===== src/rtl/lfb_pkg.sv =====
// Shared types and constants for the line fill buffer.
// Latency: n/a (types, constants and a pure helper function only).
// Backpressure: n/a.
package lfb_pkg;

  typedef enum logic [1:0] {
    IDLE = 2'd0,
    REQ  = 2'd1,
    FILL = 2'd2,
    DONE = 2'd3
  } lfb_state_t;

  localparam int LINE_BITS  = 256;
  localparam int OFFSET_W   = 3;
  localparam int BYTE_OFF_W = 2;

  // Bit position of the LSB of word idx; word 0 sits in the MSBs of the
  // line so it lines up with the downstream word-select mux.
  function automatic logic [7:0] word_lsb(input logic [OFFSET_W-1:0] idx);
    return 8'd224 - {idx, 5'b0_0000};
  endfunction

endpackage


===== src/rtl/line_fill_buffer_line_assembler.sv =====
// Beat-to-word writer: places each memory beat at (offset + k) mod 8 and captures the critical word.
// Latency: a beat lands in the line register 1 cycle after acceptance; crit_valid pulses 1 cycle after beat 0.
// Backpressure: none; every beat presented with beat=1 is written.
//
// Ports:
//   clk, rst    : clock, synchronous active-high reset
//   start       : clears the beat counter for a new miss
//   offset      : critical word offset of the current miss
//   beat, data  : accepted memory beat and its payload
//   line        : line under assembly (unwritten words keep prior contents)
//   last        : combinational, high while the final beat is being accepted
//   crit_valid  : one-cycle pulse with crit_data = first beat
module line_fill_buffer_line_assembler
  import lfb_pkg::*;
#(
  parameter int WORD_W     = 32,
  parameter int LINE_WORDS = 8
) (
  input  logic                  clk,
  input  logic                  rst,
  input  logic                  start,
  input  logic [OFFSET_W-1:0]   offset,
  input  logic                  beat,
  input  logic [WORD_W-1:0]     data,
  output logic [LINE_BITS-1:0]  line,
  output logic                  last,
  output logic                  crit_valid,
  output logic [WORD_W-1:0]     crit_data
);

  logic [OFFSET_W-1:0] count;
  logic [OFFSET_W-1:0] idx;

  // 3-bit addition wraps naturally inside the line.
  assign idx  = offset + count;
  assign last = beat && (count == OFFSET_W'(LINE_WORDS - 1));

  always_ff @(posedge clk) begin
    if (rst) begin
      count      <= '0;
      line       <= '0;
      crit_valid <= 1'b0;
      crit_data  <= '0;
    end else begin
      crit_valid <= beat && (count == '0);
      if (start) begin
        count <= '0;
      end else if (beat) begin
        line[word_lsb(idx) +: WORD_W] <= data;
        count                         <= count + 1'b1;
        if (count == '0) begin
          crit_data <= data;
        end
      end
    end
  end

endmodule


===== src/rtl/line_fill_buffer.sv =====
// Miss line fill: fetches a 256-bit line as 8 critical-word-first beats and presents it to the data array.
// Latency: miss accept c0, mem_req c1, beats c2..c9, crit_valid c3, fill_valid c10 (no stalls).
// Backpressure: miss_ready only in IDLE; mem_req waits on mem_req_ready; beats always sunk in FILL; line held until fill_ready.
//
// Ports:
//   clk, rst                               : clock, synchronous active-high reset
//   miss_valid/miss_ready/miss_addr        : miss request handshake
//   mem_req_valid/mem_req_ready/addr       : memory read request (wrap-ordered burst)
//   mem_rsp_valid/mem_rsp_data             : memory beats, no backpressure
//   crit_valid/crit_data                   : early critical word pulse
//   fill_valid/fill_ready/line/addr/offset : assembled line handshake
module line_fill_buffer
  import lfb_pkg::*;
#(
  parameter int ADDR_W     = 32,
  parameter int WORD_W     = 32,
  parameter int LINE_WORDS = 8
) (
  input  logic                  clk,
  input  logic                  rst,
  input  logic                  miss_valid,
  output logic                  miss_ready,
  input  logic [ADDR_W-1:0]     miss_addr,
  output logic                  mem_req_valid,
  input  logic                  mem_req_ready,
  output logic [ADDR_W-1:0]     mem_req_addr,
  input  logic                  mem_rsp_valid,
  input  logic [WORD_W-1:0]     mem_rsp_data,
  output logic                  crit_valid,
  output logic [WORD_W-1:0]     crit_data,
  output logic                  fill_valid,
  input  logic                  fill_ready,
  output logic [LINE_BITS-1:0]  fill_line,
  output logic [ADDR_W-1:0]     fill_addr,
  output logic [OFFSET_W-1:0]   fill_offset
);

  localparam int LINE_OFF_W = OFFSET_W + BYTE_OFF_W;

  lfb_state_t state, state_nxt;
  logic       start;
  logic       beat;
  logic       last;

  // Byte offset within the word is irrelevant to a line fetch.
  logic unused_byte_bits;
  assign unused_byte_bits = ^miss_addr[BYTE_OFF_W-1:0];

  // Stray beats outside FILL are dropped here, before they reach the line.
  assign beat = (state == FILL) && mem_rsp_valid;

  // Request address is rebuilt from the latched fields so it stays stable in REQ.
  assign mem_req_addr = {fill_addr[ADDR_W-1:LINE_OFF_W], fill_offset, {BYTE_OFF_W{1'b0}}};

  always_comb begin
    state_nxt     = state;
    miss_ready    = 1'b0;
    mem_req_valid = 1'b0;
    fill_valid    = 1'b0;
    start         = 1'b0;
    case (state)
      IDLE: begin
        miss_ready = 1'b1;
        if (miss_valid) begin
          start     = 1'b1;
          state_nxt = REQ;
        end
      end
      REQ: begin
        mem_req_valid = 1'b1;
        if (mem_req_ready) state_nxt = FILL;
      end
      FILL: begin
        if (last) state_nxt = DONE;
      end
      DONE: begin
        fill_valid = 1'b1;
        if (fill_ready) state_nxt = IDLE;
      end
      default: state_nxt = IDLE;
    endcase
  end

  always_ff @(posedge clk) begin
    if (rst) begin
      state       <= IDLE;
      fill_addr   <= '0;
      fill_offset <= '0;
    end else begin
      state <= state_nxt;
      if (start) begin
        fill_addr   <= {miss_addr[ADDR_W-1:LINE_OFF_W], {LINE_OFF_W{1'b0}}};
        fill_offset <= miss_addr[LINE_OFF_W-1:BYTE_OFF_W];
      end
    end
  end

  line_fill_buffer_line_assembler #(
    .WORD_W     (WORD_W),
    .LINE_WORDS (LINE_WORDS)
  ) u_assembler (
    .clk        (clk),
    .rst        (rst),
    .start      (start),
    .offset     (fill_offset),
    .beat       (beat),
    .data       (mem_rsp_data),
    .line       (fill_line),
    .last       (last),
    .crit_valid (crit_valid),
    .crit_data  (crit_data)
  );

endmodule


===== config.mk =====
export PLATFORM = sky130hd
export DESIGN_NAME = line_fill_buffer
export DESIGN_NICKNAME = d
export VERILOG_FILES = /design/src/rtl/lfb_pkg.sv /design/src/rtl/line_fill_buffer_line_assembler.sv /design/src/rtl/line_fill_buffer.sv
export SDC_FILE = /design/constraint.sdc
export NUM_CORES = 1
export LEC_CHECK = 0
export CORE_AREA = 2 2 205 147
export CTS_CLUSTER_SIZE = 20
export DETAILED_ROUTE_END_ITERATION = 10
export DIE_AREA = 0 0 207 149
export PLACE_DENSITY = 0.85
export SLEW_MARGIN = 10
export SYNTH_ARGS = -nofsm -noshare
export SYNTH_HDL_FRONTEND = slang
export SYNTH_SLANG_ARGS = --single-unit

===== constraint.sdc =====
create_clock -name clk -period 3.1 [get_ports clk]
set_clock_uncertainty 0.05 [all_clocks]
set_input_delay 0.465 -clock clk [delete_from_list [all_inputs] [get_ports clk]]
set_output_delay 0.465 -clock clk [all_outputs]
set_load 0.01 [all_outputs]

==> flow_summary.toml <==
[global_route]
antenna_found_initial = 6
grt_usage_pct = 25.48
grt_max_degree = 152
grt_first_pass_wirelength_um = 61440
overflow = 0
grt_pass1_vias = 10580

[placement]
gp_congestion = 0.8574
dp_hpwl_um = 28570
port_buffers = 419

[route]
wl_per_cell_um = 19.65
ant_nets = 0
drc_errors = 0
dr.pass1.iters = 5
vias = 10440
drt_iter0_markers = 499
routed_wl_um = 40900
vias_per_cell = 5.018

[sta]
rsz0062_at_grt = "no"
setup_tns_ns = 0
post-route-min-period_ns = 2.908
worst_slew_margin_rel_pct = 37.47
finalHoldViolations = 0
worstMarginPinSlew_ns = 0.9369
fmax_ghz = 0.3438
report.final.slew_viol_count = 0
setup_violations = 0
period_share_pct = 93.82

[floorplan]
start_util_pct = 44.97
die_w_um = 207
num_rows = 53
io_pins = 429
dieHeight_um = 149
die-area_um2 = 30840
core_um2 = 29180

[worst_setup_path]
crit_start = "fill_offset[0]"
worst_r2r_endpoint = "u_assembler.line[152]"
crit_required_ns = 3.47
cp-endpoint = "u_assembler.line[152]"
crit_arrival_ns = 3.28
r2r-start = "fill_offset[0]"
crit_type = "register to register"
rrSetupSlack_ns = 0.19
r2r_cells = 8
start_kind = "register"
end_kind = "register"
worst-path-max-fanout = 14

[yosys]
synthCells = 1301
synth_compound_area_share_pct = 2.746
synth_mux_area_share_pct = 19.76
syn_area_um2 = 13120
synth_top_family_by_area = "simple AND/OR/NAND/NOR gates"
synthAdderAreaFrac_pct = 1.297
yosys.area.top_type_share_pct = 49.43
synth_xor_area_share_pct = 0.2574
synth_area_leaders = "dfxtp_1, mux2i_1, nand2b_1, nand2_1, a21oi_1"
syn_area_per_cell_um2 = 10.09
ys_seq_area_share_pct = 49.43
yosys.area.top_type = "dfxtp_1"
yosys.area_share.simple_pct = 21.13
synth.distinct_cells = 34
ys_ff_latch = 324
synth_warnings = 0

[clock_network]
cts_tree = "done"
clkTransAtPathRegs_ns = 0.06
clockRootBuffer = "clkbuf_16"
ctsHoldBuffers = 0
htree_levels = 2
numCtsBuffers = 34
cts.sinks = 324
clock_latency_ns = 0.51
clockBufferDepth = 3

[layout]
final_cell_mix = "clkdlybuf4s50_1, dfxtp_1, nand2b_1, mux2i_1, nand2_1"
num-nets-final = 1750
drive_above_1_share_pct = 5.858
final_common_cell = "clkdlybuf4s50_1"
finish.utilization_pct = 63.70
syn_to_final_growth_pct = 41.64

[worst_hold_path]
hp-class = "register to register"
min_path_cells = 2

[pwr]
p_leak_nw = 7.981
power_mw = 10.41
ir_drop_v = 0.0004174
power_density_nw_per_um2 = 560.1

[outcome]
outcome = "finished clean"

[flow_run]
cap_violations = 0
## critical path, cell delays in order, from the launching register on
cell and delay, ns:
dfxtp_1 0.32, ha_1 0.21, fa_1 0.54, ha_1 0.25, ha_2 0.45, nor4b_4 0.36
and2_1 0.24, buf_12 0.18, mux2i_1 0.23
## state kept, by name, indices dropped and copies added (netlist names)
name	count
u_assembler.line	256
state	2
fill_addr	27
fill_offset	3
u_assembler.count	3
u_assembler.crit_data	32
u_assembler.crit_valid	1
## synthesized netlist by cell type (all sizes together)
library cell / n
dfxtp: 324
nand2b: 290
mux2i: 259
nand2: 199
a21oi: 64
buf: 64
clkbuf: 56
ha: 12
nor2: 5
inv: 4
nor3: 4
and2: 3
nor2b: 3
nor4b: 3
nor4: 2
a2111oi: 1
a211oi: 1
and3: 1
conb: 1
fa: 1
nand3: 1
nand4b: 1
xnor2: 1
xor3: 1
## timing repair
item	4_1_cts	5_1_grt
hold endpoints to repair	0	0
resized for setup	0	1
buffers inserted	0	1
setup endpoints to repair	0	23
## cell type report
cell class	count	area (um2)
fillers	2280	10590
flip-flops and latches	324	6486
multi-input cells	859	5981
repair buffers	444	4486
clock buffers	51	1046
well taps	385	481.7
clock inverters	8	76.32
inverters	4	15.01
diodes	6	15.01
## metrics by stage
step	worst slack [ns]	instances	instance area [um2]	hold WS, ns
2_1_floorplan	0.2846	1307	13150	0.4305
3_3_place_gp	0.1513	2015	17430	0.3918
3_5_place_dp	0.05068	2015	17430	0.3995
4_1_cts	0.04357	2074	18550	0.4047
5_1_grt	0.06644	2081	18590	0.4226
6_report	0.1915	2081	18590	0.4053
## logic make-up after synthesis
family / count (synthesis)
flops: 324
buf+inv: 124
other cells: 1
compound gates: 66
fa+ha+maj: 13
xor+xnor: 2
mux: 259
simple gates: 512
## per-layer routing
layer / part of all wire (%) / wire length [um] / track usage, % / up-vias
met3: 6.8 / 2771 / 6.211 / 68
met4: 3.3 / 1343 / 9.857 / 0
met5: 0 / 0 / 0 / -
met2: 45 / 18570 / 40.45 / 378
li1: - / - / - / 4938
met1: 45 / 18210 / 33.67 / 5058
## worst min-delay path by stage
stage	startpoint	endpoint
floorplan	u_assembler.crit_data[0]	u_assembler.crit_data[0]
finish	u_assembler.crit_data[11]	u_assembler.crit_data[11]
global route	u_assembler.crit_data[26]	u_assembler.crit_data[26]
detailed placement	u_assembler.crit_data[19]	u_assembler.crit_data[19]
global placement	u_assembler.crit_data[19]	u_assembler.crit_data[19]
CTS	u_assembler.crit_data[11]	u_assembler.crit_data[11]
## power breakdown
part	total (mW)	internal [mW]	switching, mW
logic	1.85	0.853	0.995
registers	4.44	4.32	0.119
clock network	4.12	2.42	1.71
total	10.4	7.59	2.82
No activity file was read; power rests on OpenSTA's default activity.
